### src/rtl/apex_pkg.sv
// apex_pkg: shared types and constants for the APEX execution monitor.
// Holds the monitor state encoding, the metadata word offsets and the
// default location of the metadata register window on the peripheral bus.
package apex_pkg;

  typedef enum logic [1:0] {
    IDLE = 2'd0,
    RUN  = 2'd1,
    DONE = 2'd2
  } apex_state_t;

  // Word offsets of the bound registers relative to the metadata base
  localparam logic [1:0] META_ERMIN = 2'd0;
  localparam logic [1:0] META_ERMAX = 2'd1;
  localparam logic [1:0] META_ORMIN = 2'd2;
  localparam logic [1:0] META_ORMAX = 2'd3;

  localparam logic [13:0] META_BASE_DEFAULT  = 14'h00b0;
  localparam int unsigned META_WORDS_DEFAULT = 32'(META_ORMAX) + 32'd1;

endpackage

### src/rtl/apex_range_check.sv
// apex_range_check: combinational unsigned inclusive window test
// (lo <= addr <= hi). An empty window (lo > hi) never matches.
module apex_range_check (
  input  logic [15:0] addr,
  input  logic [15:0] lo,
  input  logic [15:0] hi,
  output logic        in_range
);

  assign in_range = (addr >= lo) && (addr <= hi);

endmodule

### src/rtl/apex_exec_monitor.sv
// apex_exec_monitor: produces exec_flag, high only while an uninterrupted,
// unmodified execution of ER is in effect (state RUN) or has completed
// cleanly (state DONE).
// Optional build macro: APEX_IRQ_CHECK_EN -- when defined, an interrupt
// taken while in RUN counts as a violation.
module apex_exec_monitor
  import apex_pkg::*;
#(
  parameter logic [13:0] META_BASE  = META_BASE_DEFAULT,
  parameter int unsigned META_WORDS = META_WORDS_DEFAULT
) (
  input  logic        mclk,
  input  logic        puc_rst,
  input  logic [15:0] pc,
  input  logic [15:0] data_addr,
  input  logic        data_en,
  input  logic        data_wr,
  input  logic [14:0] dma_addr,
  input  logic        dma_en,
  input  logic [13:0] per_addr,
  input  logic        per_en,
  input  logic [1:0]  per_we,
  input  logic        irq,
  input  logic [15:0] ER_min,
  input  logic [15:0] ER_max,
  input  logic [15:0] OR_min,
  input  logic [15:0] OR_max,
  output logic        exec_flag
);

  // Metadata window on the peripheral bus, widened so base+words cannot wrap
  localparam logic [14:0] META_LO = {1'b0, META_BASE};
  localparam logic [14:0] META_HI = {1'b0, META_BASE} + 15'(META_WORDS);

  apex_state_t state_r;
  apex_state_t state_nxt_s;
  logic [15:0] prev_pc_r;
  logic        exec_flag_r;

  logic        pc_in_er_s;
  logic        data_in_er_s;
  logic        data_in_or_s;
  logic        dma_in_er_s;
  logic        dma_in_or_s;
  logic [15:0] dma_byte_addr_s;
  logic        cpu_wr_s;
  logic        per_wr_s;
  logic        per_meta_s;
  logic        meta_ok_s;
  logic        exit_ok_s;
  logic        irq_viol_s;
  logic        viol_s;

  assign dma_byte_addr_s = {dma_addr, 1'b0};

  apex_range_check u_pc_er   (.addr(pc),              .lo(ER_min), .hi(ER_max), .in_range(pc_in_er_s));
  apex_range_check u_data_er (.addr(data_addr),       .lo(ER_min), .hi(ER_max), .in_range(data_in_er_s));
  apex_range_check u_data_or (.addr(data_addr),       .lo(OR_min), .hi(OR_max), .in_range(data_in_or_s));
  apex_range_check u_dma_er  (.addr(dma_byte_addr_s), .lo(ER_min), .hi(ER_max), .in_range(dma_in_er_s));
  apex_range_check u_dma_or  (.addr(dma_byte_addr_s), .lo(OR_min), .hi(OR_max), .in_range(dma_in_or_s));

  assign cpu_wr_s   = data_en & data_wr;
  assign per_wr_s   = per_en & (|per_we);
  assign per_meta_s = ({1'b0, per_addr} >= META_LO) && ({1'b0, per_addr} < META_HI);
  assign meta_ok_s  = (ER_min <= ER_max) && (OR_min <= OR_max);
  // Leaving ER is only legal from its last instruction word
  assign exit_ok_s  = (prev_pc_r == ER_max);

`ifdef APEX_IRQ_CHECK_EN
  assign irq_viol_s = irq & (state_r == RUN);
`else
  // Interrupts are tolerated; handlers outside ER still hit the exit rule
  assign irq_viol_s = 1'b0 & irq;
`endif

  assign viol_s = (cpu_wr_s & data_in_er_s)
                | (cpu_wr_s & data_in_or_s & ~pc_in_er_s)
                | (dma_en & (dma_in_er_s | dma_in_or_s))
                | (per_wr_s & per_meta_s)
                | ((state_r == RUN) & ~pc_in_er_s & ~exit_ok_s)
                | irq_viol_s;

  // Next-state selection: violations and bad bounds override everything
  always_comb begin
    state_nxt_s = state_r;
    if (!meta_ok_s || viol_s) begin
      state_nxt_s = IDLE;
    end else begin
      case (state_r)
        IDLE: begin
          if (pc == ER_min) state_nxt_s = RUN;
          else              state_nxt_s = IDLE;
        end
        RUN: begin
          if (!pc_in_er_s && exit_ok_s) state_nxt_s = DONE;
          else                          state_nxt_s = RUN;
        end
        DONE: begin
          if (pc == ER_min) state_nxt_s = RUN;
          else              state_nxt_s = DONE;
        end
        default: state_nxt_s = IDLE;
      endcase
    end
  end

  // State, previous-pc and flag registers
  always_ff @(posedge mclk or posedge puc_rst) begin
    if (puc_rst) begin
      state_r     <= IDLE;
      prev_pc_r   <= 16'h0000;
      exec_flag_r <= 1'b0;
    end else begin
      state_r     <= state_nxt_s;
      prev_pc_r   <= pc;
      exec_flag_r <= (state_nxt_s != IDLE);
    end
  end

  assign exec_flag = exec_flag_r;

endmodule

### config.mk
export PLATFORM = sky130hd
export DESIGN_NAME = apex_exec_monitor
export DESIGN_NICKNAME = d
export VERILOG_FILES = /design/src/rtl/apex_pkg.sv /design/src/rtl/apex_range_check.sv /design/src/rtl/apex_exec_monitor.sv
export SDC_FILE = /design/constraint.sdc
export NUM_CORES = 1
export LEC_CHECK = 0
export CORE_MARGIN = 2
export CORE_UTILIZATION = 51
export DETAILED_ROUTE_END_ITERATION = 16
export PLACE_DENSITY = 0.93
export SLEW_MARGIN = 20
export SYNTH_ARGS = -nofsm -noshare
export SYNTH_HDL_FRONTEND = slang
export SYNTH_SLANG_ARGS = --single-unit
### constraint.sdc
create_clock -name mclk -period 2.4 [get_ports mclk]
set_input_delay 0.48 -clock mclk [delete_from_list [all_inputs] [get_ports mclk]]
set_output_delay 0.48 -clock mclk [all_outputs]
set_load 0.05 [all_outputs]
==> out/summary.txt, run 1 <==
Status = stopped before the end
Stage reached = 5_1_grt
Err = [ERROR GRT-0232] Routing congestion too high. Check the congestion heatmap in the GUI.
GP Congestion = 1.02
Post-Syn Area = 0.00500 mm^2
Share of flip-flops with an asynchronous set or reset = 100%
Most common cell in the netlist = ha_1
Placed Cells = 1019
Number of distinct library cells after synthesis = 47
Tot GR Track Use = 72.6%
Setup Slack @ Placement = -774 ps
IO buf count = 131
Worst EP post-GRT repair = state_r[1]$_DFF_PP0_/D
Num rows = 36
CTS H-tree depth = 1
Number of I/O pins = 135
Worst EP Category = sequential cell input
Largest area contributor in the netlist = ha_1
Largest cells by area after synthesis = ha_1, dfrtp_1, a21oi_1
GR Overflow Total = 66
Clock sink count = 19
Cells after synthesis = 591
Post-DP HPWL = 16.7 mm
Seq/Total Area, Yosys = 9.51%
Chip Height = 103 um
TritonCTS Buffers = 3
Pin count of the biggest net entering global routing = 20
Syn nets = 913
Main synth FF type = dfrtp_1
Syn. warnings = 0
Die X = 103 um
Number of synthesized flops with an enable pin = 0
Starting density of the core = 51.9%
Most frequent cells after synthesis = ha_1, a21oi_1, inv_1, nand2_1, nand4_1
Post-CTS Hold Buffers = 0
Flops & latches, synth = 19
Post-synth top area share = 47.0%
Root Buffer Master = clkbuf_8
Clock Path Buffers = 2
Mean area per synthesized cell = 8.46 um^2
==> cell families after synthesis <==
family	Yosys count	share of synthesized area, %
fa+ha+maj	188	47.0
buf+inv	71	5.33
compound gates	155	20.0
simple gates	142	15.3
flops	19	9.51
xor+xnor	16	2.80
==> layer usage <==
layer / GRT overflow / GRT usage (%)
met1: 1 / 70.8
met2: 39 / 93.2
met3: 0 / 52.5
met4: 26 / 79.5
met5: 0 / 7.21
==> what timing repair did <==
action                                  in CTS
resized for setup                          264
endpoints found under the setup margin       3
setup buffers                               15
pin swaps                                   75
gates cloned                                 0
==> per-stage QoR <==
stage / instance area (um^2) / utilization [%]
global placement: 7720 / 80.1
CTS: 8570 / 88.9
detailed placement: 7720 / 80.1
floorplan: 5010 / -
==> inputs of run 2 (changes only) <==
- CORE_UTILIZATION: 51 -> 40
- PLACE_DENSITY: 0.93 -> unset
- PLACE_DENSITY_LB_ADDON: unset -> 0.15
==> run 2 against run 1 <==
Effect of this change: the flow now finishes, with violations (setup timing); area after synthesis unchanged; synthesized cell count unchanged.
==> out/summary.txt, run 2 <==
Initial antenna violation count = 0
1st-pass router iterations = 4
Status = finished, violations left (was stopped before the end)
Post-DP Area = 0.00773 mm^2 (was 0.00772 mm^2)
FMAX = 0.406 GHz
CTS H-tree depth = 1 (unchanged)
Largest area contributor in the netlist = ha_1 (unchanged)
Flops & latches, synth = 19 (unchanged)
Antenna Cells = 0
Fin Hold WS = 370 ps
Clk slew on worst S/H paths = 60 ps
Synth Area in XOR/XNOR = 2.80% (unchanged)
Num rows = 40 (was 36)
Clock sink count = 19 (unchanged)
Pint = 1.32 mW
Main synth FF type = dfrtp_1 (unchanged)
Starting density of the core = 41.3% (was 51.9%)
Critical path, cell by cell = dlygate4sd2_1 -> inv_2 -> ha_4 -> nand4_1 -> buf_4 -> nor4_4 -> buf_4 -> buf_4 -> buf_4 -> buf_4 -> nor3_1 -> a2111oi_4
Psw = 0.851 mW
Slew Limit Fails = 0
Startpoint Class = primary input
TritonCTS Buffers = 3 (unchanged)
Logic pwr share = 67.7%
Commonest non-fill, non-tap cell in the layout = buf_4
Pin count of the biggest net entering global routing = 20
Critical path's most frequent cell = buf_4
Final wirelength = 19.5 mm
Sink of the worst hold path = prev_pc_r[0]
Cell Count, Final, Fillers Out = 1070
RR Startpoint = prev_pc_r[12]
FF-to-FF path depth = 8
RSZ-0062 raised after global routing = yes
Arrival time of the worst setup path = 2620 ps
Tot GR Track Use = 28.0%
Post-synth top area share = 47.0% (unchanged)
Area Overhead vs Synth = 76.3%
CP max FO = 3
Worst hold path class = in2reg
Clk Latency, worst-skew pair = 260 ps
Peak supply drop = 0.000221 V
Via count = 5845
Final instance area = 0.00881 mm^2
Post-Synth Adder-Cell Area = 47.0% (unchanged)
Die X = 116 um (was 103 um)
GR Overflow Total = 0
Post-synthesis simple-gate area fraction = 15.3% (unchanged)
Most common cell in the netlist = ha_1 (unchanged)
# DRC = 0
Total Power = 2.17 mW
Most frequent cells after synthesis = ha_1, a21oi_1, inv_1, nand2_1, nand4_1 (unchanged)
Fillers = 963
WHS Path Cells = 1
CP Class = in2reg
Sw Ratio = 39.3%
Die area = 0.0134 mm^2
Clock Skew = 8.80 ps
Final worst path period share = 103%
Most frequent cells in the layout = buf_4, ha_1, dlygate4sd2_1
R2R setup slack = 270 ps
Final setup violation count = 1
Chip Height = 116 um (was 103 um)
Share of layout cells above drive strength 1 = 41.1%
GP Congestion = 0.932 (was 1.02)
Vias in the first global route = 6106
Failing checks = setup timing
Largest Register = prev_pc_r
Post-CTS Hold Buffers = 0 (unchanged)
Placed Cells = 1049 (was 1019)
Number of synthesized flops with an enable pin = 0 (unchanged)
Placeable Area = 0.0121 mm^2
Root Buffer Master = clkbuf_16 (was clkbuf_8)
Max Cap Viol = 0
Syn nets = 913 (unchanged)
CP Buf/Inv Count = 7
Post-Syn Area = 0.00500 mm^2 (unchanged)
Number of I/O pins = 135 (unchanged)
Post-layout nets = 1225
Vias per Instance = 5.46
Worst-margin pin slew = 775 ps
Largest family of logic cells by synthesized area = adder cells (unchanged)
Clock power share = 16.6%
Leakage power = 4.17 nW
Reg2reg end = exec_flag
Worst setup EP type = flop
Number of distinct library cells after synthesis = 47 (unchanged)
Final Critical Period = 2470 ps
Worst stage delay on the critical path = 340 ps
Mux cell area share after synthesis = 0% (unchanged)
CTS tree = built
Post-DP HPWL = 15.9 mm (was 16.7 mm)
Power density over the cells = 246 mW/mm^2
WP data required = 2550 ps
Per-cell routed wire length = 18.2 um
Flop pwr share = 15.7%
CP delay by family, top = buffers and inverters
Syn. warnings = 0 (unchanged)
Seq/Total Area, Yosys = 9.51% (unchanged)
Share of flip-flops with an asynchronous set or reset = 100% (unchanged)
Clock Path Buffers = 2 (unchanged)
Cells after synthesis = 591 (unchanged)
First-pass GRT wire length = 29.4 mm
Final Hold Fails = 0
Min-delay src = pc[0]
Largest cells by area after synthesis = ha_1, dfrtp_1, a21oi_1 (unchanged)
Drt initial violations = 197
Antenna viol nets, final = 0
Rel. slew slack = 48.3%
Max reg flops = 16
Setup ws final = -65.7 ps
Compound-gate portion of the synthesized area = 20.0% (unchanged)
Mean area per synthesized cell = 8.46 um^2 (unchanged)
Worst path slowest cell = a2111oi_4
IO buf count = 131 (unchanged)
run 2: worst max-delay path by stage:
stage / from / end / slack (ps) / depth (start not counted)
5_1_grt: ER_min[6] / exec_flag / -130 / 12
2_1_floorplan: OR_max[13] / exec_flag / 10 / 9
6_report: ER_min[6] / exec_flag / -70 / 12
4_1_cts: OR_max[13] / exec_flag / -60 / 10
3_5_place_dp: OR_max[13] / exec_flag / -780 / 10
3_3_place_gp: OR_max[13] / exec_flag / -690 / 10
run 2: cell families (layout without fill, tap and decap cells):
kind of cell / Yosys count / after routing
buffers and inverters: 71 / 382
xor gates and xnor gates: 16 / 16
and+or+nand+nor: 142 / 142
DFF: 19 / 19
adders and majority gates: 188 / 188
AOI/OAI and AO/OA: 155 / 155
run 2: worst reg2reg max path, cell delays in order, from the launching register on:
cell       delay [ps]
dfrtp_1           380
xnor2_1           240
nand4_1           140
nor4_2            390
buf_4             180
inv_1              60
a32oi_2           220
o2111ai_4         180
a2111oi_4         240
run 2: power groups by stage:
stage	combinational (mW)	sequential (mW)	clock, mW
6_report	1.47	0.341	0.359
5_1_grt	1.62	0.342	0.367
4_1_cts	1.35	0.341	0.358
3_5_place_dp	1.26	0.346	0
3_3_place_gp	1.20	0.346	0
2_1_floorplan	0.558	0.345	0
run 2: final cells by class:
| cell class | count | area (um^2) | area share (%) |
|---|---|---|---|
| timing repair buffer | 307 | 2460 | 28.0 |
| inverter | 71 | 269 | 3.05 |
| multi-input combinational | 501 | 5320 | 60.3 |
| clock inverter | 1 | 5.00 | 0.0568 |
| sequential | 19 | 475 | 5.39 |
| clock buffer | 3 | 75.1 | 0.852 |
| tap | 168 | 210 | 2.39 |
run 2: repair_timing:
item                       in CTS  in global routing
setup endpoints to repair       3                  3
buffers inserted               12                  7
gates resized for setup       255                110
pin swaps                      69                 53
run 2: layer usage:
metal | global-route usage, % | vias to the layer above | part of all wire [%]
met3 | 1.88 | 23 | 3.6
met2 | 52.9 | 156 | 51
met4 | 7.70 | 0 | 1.6
met5 | 0 | - | 0
li1 | - | 2896 | -
met1 | 34.2 | 2770 | 43
run 2: through the flow:
stage | setup TNS (ps) | setup slack (ps) | utilization (%)
final | -65.7 | -65.7 | 72.8
after global routing | -221 | -129 | 72.8
after CTS | -63.5 | -63.5 | 69.5
after detailed placement | -2280 | -782 | 63.8
after global placement | -2060 | -695 | 63.8
after floorplan | 0 | 10.5 | -
No activity file was read; power rests on OpenSTA's default activity.
==> inputs of run 3 (changes only) <==
- SLEW_MARGIN: 20 -> 10
==> results of run 3 <==
The final DEF is identical to that of run 2; final timing and power are the same.
==> inputs of run 4 (changes only) <==
- CORE_MARGIN: 2 -> 5
- HOLD_SLACK_MARGIN: unset -> 0.05
==> run 4 against run 3 <==
Effect of this change: the run still ends with setup timing left; global-route usage down 2.8 points; die area up 11%; sequential power about the same; sequential cell count unchanged; clock skew down 5.6 ps; clock-buffer cell count up 1; utilization down 1.4 points; non-clock buffer count up 11.
==> out/summary.txt, run 4 (synthesized netlist as in run 2, its figures left out) <==
Cell Count, Final, Fillers Out = 1081 (was 1070)
Worst setup EP type = flop (unchanged)
Initial antenna violation count = 0 (unchanged)
Post-DP HPWL = 16.3 mm (was 15.9 mm)
1st-pass router iterations = 4 (unchanged)
IO buf count = 131 (unchanged)
Met2 usage = 46.1% (was 52.9%)
Die X = 122 um (was 116 um)
Commonest non-fill, non-tap cell in the layout = buf_4 (unchanged)
Final worst path period share = 101% (was 103%)
Setup tns final = -59.2 ps (was -65.7 ps)
GP Congestion = 0.921 (was 0.932)
Post-layout nets = 1236 (was 1225)
Busiest grt layer = met2 (unchanged)
Rel. slew slack = 50.4% (was 48.3%)
Clk Latency, worst-skew pair = 260 ps (about the same)
Pin count of the biggest net entering global routing = 20 (unchanged)
CTS tree = built (unchanged)
Drt initial violations = 187 (was 197)
Via count = 5812 (was 5845)
CP Buf/Inv Count = 3 (was 7)
Max Cap Viol = 0 (unchanged)
First-pass GRT wire length = 29.8 mm (was 29.4 mm)
Worst hold path class = in2reg (unchanged)
Clock sink count = 19 (unchanged)
TritonCTS Buffers = 3 (unchanged)
WP data required = 2560 ps (was 2550 ps)
Vias per Instance = 5.38 (was 5.46)
Chip Height = 122 um (was 116 um)
# DRC = 0 (unchanged)
Die area = 0.0148 mm^2 (was 0.0134 mm^2)
Worst-margin pin slew = 743 ps (was 775 ps)
Antenna viol nets, final = 0 (unchanged)
Num rows = 40 (unchanged)
Antenna Cells = 0 (unchanged)
Area Overhead vs Synth = 72.9% (was 76.3%)
Critical path, cell by cell = dlygate4sd2_1 -> inv_2 -> ha_1 -> nand4_1 -> nor3_2 -> buf_4 -> nand2_1 -> o311a_1 -> a211oi_4 -> o2111ai_4 -> a2111oi_4 (was dlygate4sd2_1 -> inv_2 -> ha_4 -> nand4_1 -> buf_4 -> nor4_4 -> buf_4 -> buf_4 -> buf_4 -> buf_4 -> nor3_1 -> a2111oi_4)
Number of I/O pins = 135 (unchanged)
Peak supply drop = 0.000198 V (was 0.000221 V)
Worst path slowest cell = ha_1 (was a2111oi_4)
Clock Path Buffers = 2 (unchanged)
Routing usage on met1 = 30.4% (was 34.2%)
Share of layout cells above drive strength 1 = 38.2% (was 41.1%)
Power density over the cells = 245 mW/mm^2 (was 246 mW/mm^2)
Final instance area = 0.00865 mm^2 (was 0.00881 mm^2)
Vias in the first global route = 6304 (was 6106)
CP Class = in2reg (unchanged)
Clk slew on worst S/H paths = 60 ps (about the same)
CP delay by family, top = compound AO/OA/AOI/OAI gates (was buffers and inverters)
Final Hold Fails = 0 (unchanged)
Leakage power = 4.21 nW (was 4.17 nW)
Arrival time of the worst setup path = 2590 ps (was 2620 ps)
Root Buffer Master = clkbuf_16 (unchanged)
Most frequent cells in the layout = buf_4, ha_1, dlygate4sd2_1 (unchanged)
Max reg flops = 16 (unchanged)
Met3 Track Usage GR = 2.83% (was 1.88%)
Post-DP Area = 0.00786 mm^2 (was 0.00773 mm^2)
Tot GR Track Use = 25.3% (was 28.0%)
Largest Register = prev_pc_r (unchanged)
GR Overflow Total = 0 (unchanged)
Final wirelength = 19.3 mm (was 19.5 mm)
Startpoint Class = primary input (unchanged)
Worst stage delay on the critical path = 310 ps (was 340 ps)
FMAX = 0.411 GHz (was 0.406 GHz)
Clock Skew = 3.17 ps (was 8.80 ps)
CP max FO = 4 (was 3)
Final Critical Period = 2430 ps (was 2470 ps)
Placeable Area = 0.0121 mm^2 (unchanged)
Per-cell routed wire length = 17.9 um (was 18.2 um)
Slew Limit Fails = 0 (unchanged)
Status = finished, violations left (unchanged)
Final setup violation count = 3 (was 1)
Starting density of the core = 41.3% (unchanged)
Setup ws final = -32.4 ps (was -65.7 ps)
RSZ-0062 raised after global routing = yes (unchanged)
CTS H-tree depth = 1 (unchanged)
Placed Cells = 1066 (was 1049)
Failing checks = setup timing (unchanged)
## run 4: what timing repair did
item,4_1_cts,5_1_grt
hold endpoints to repair,0,0
hold buffers,0,0
endpoints found under the setup margin,3,3
pin swaps,60,35
resized for setup,244,65
setup buffers,8,3
cloned,0,0
## run 4: final cells by class
cell class | instances | area (um^2)
repair buffers | 318 | 2550
inverters | 71 | 269
clock buffers | 4 | 78.8
fillers | 958 | 3460
multi-input cells | 501 | 5060
well taps | 168 | 210
flip-flops and latches | 19 | 475
## run 4: where the power goes
part           switching, mW  internal, mW
Combinational          0.679         0.738
Sequential           0.00622         0.334
Clock                  0.131         0.227
## run 4: final timing paths
| path | startpoint | to | slack, ps | cells past startpoint |
|---|---|---|---|---|
| hold / removal | pc[3] | prev_pc_r[3] | 430 | 1 |
| min in group asynchronous | puc_rst | prev_pc_r[2] | 660 | 2 |
| setup / recovery | ER_max[15] | exec_flag | -30 | 11 |
| setup reg to reg | prev_pc_r[12] | exec_flag | 430 | 8 |
| max in group asynchronous | puc_rst | prev_pc_r[15] | 1270 | 2 |
| hold reg to reg | state_r[0] | exec_flag | 580 | 1 |
## run 4: per-stage QoR
stage | hold slack (ps) | power [mW] | setup slack, ps | utilization [%]
2_1_floorplan | 431 | 0.903 | 10.5 | -
3_3_place_gp | 492 | 1.56 | -708 | 64.9
5_1_grt | 427 | 2.28 | -165 | 71.4
6_report | 433 | 2.11 | -32.4 | 71.4
3_5_place_dp | 522 | 1.62 | -815 | 64.9
4_1_cts | 494 | 2.05 | -58.4 | 69.9
## run 4: worst reg2reg max path, stage by stage, from the launching register on
cell       delay (ps)
dfrtp_1           370
xnor2_1           230
nand4_1           140
nor4_2            310
buf_4             170
inv_1              50
a32oi_2           200
o2111ai_4         170
a2111oi_4         210
## run 4: per-layer routing
layer	vias up	part of all wire (%)
met5	-	0
met3	40	4.4
li1	2923	-
met4	0	3.2
met1	2683	43
met2	166	49
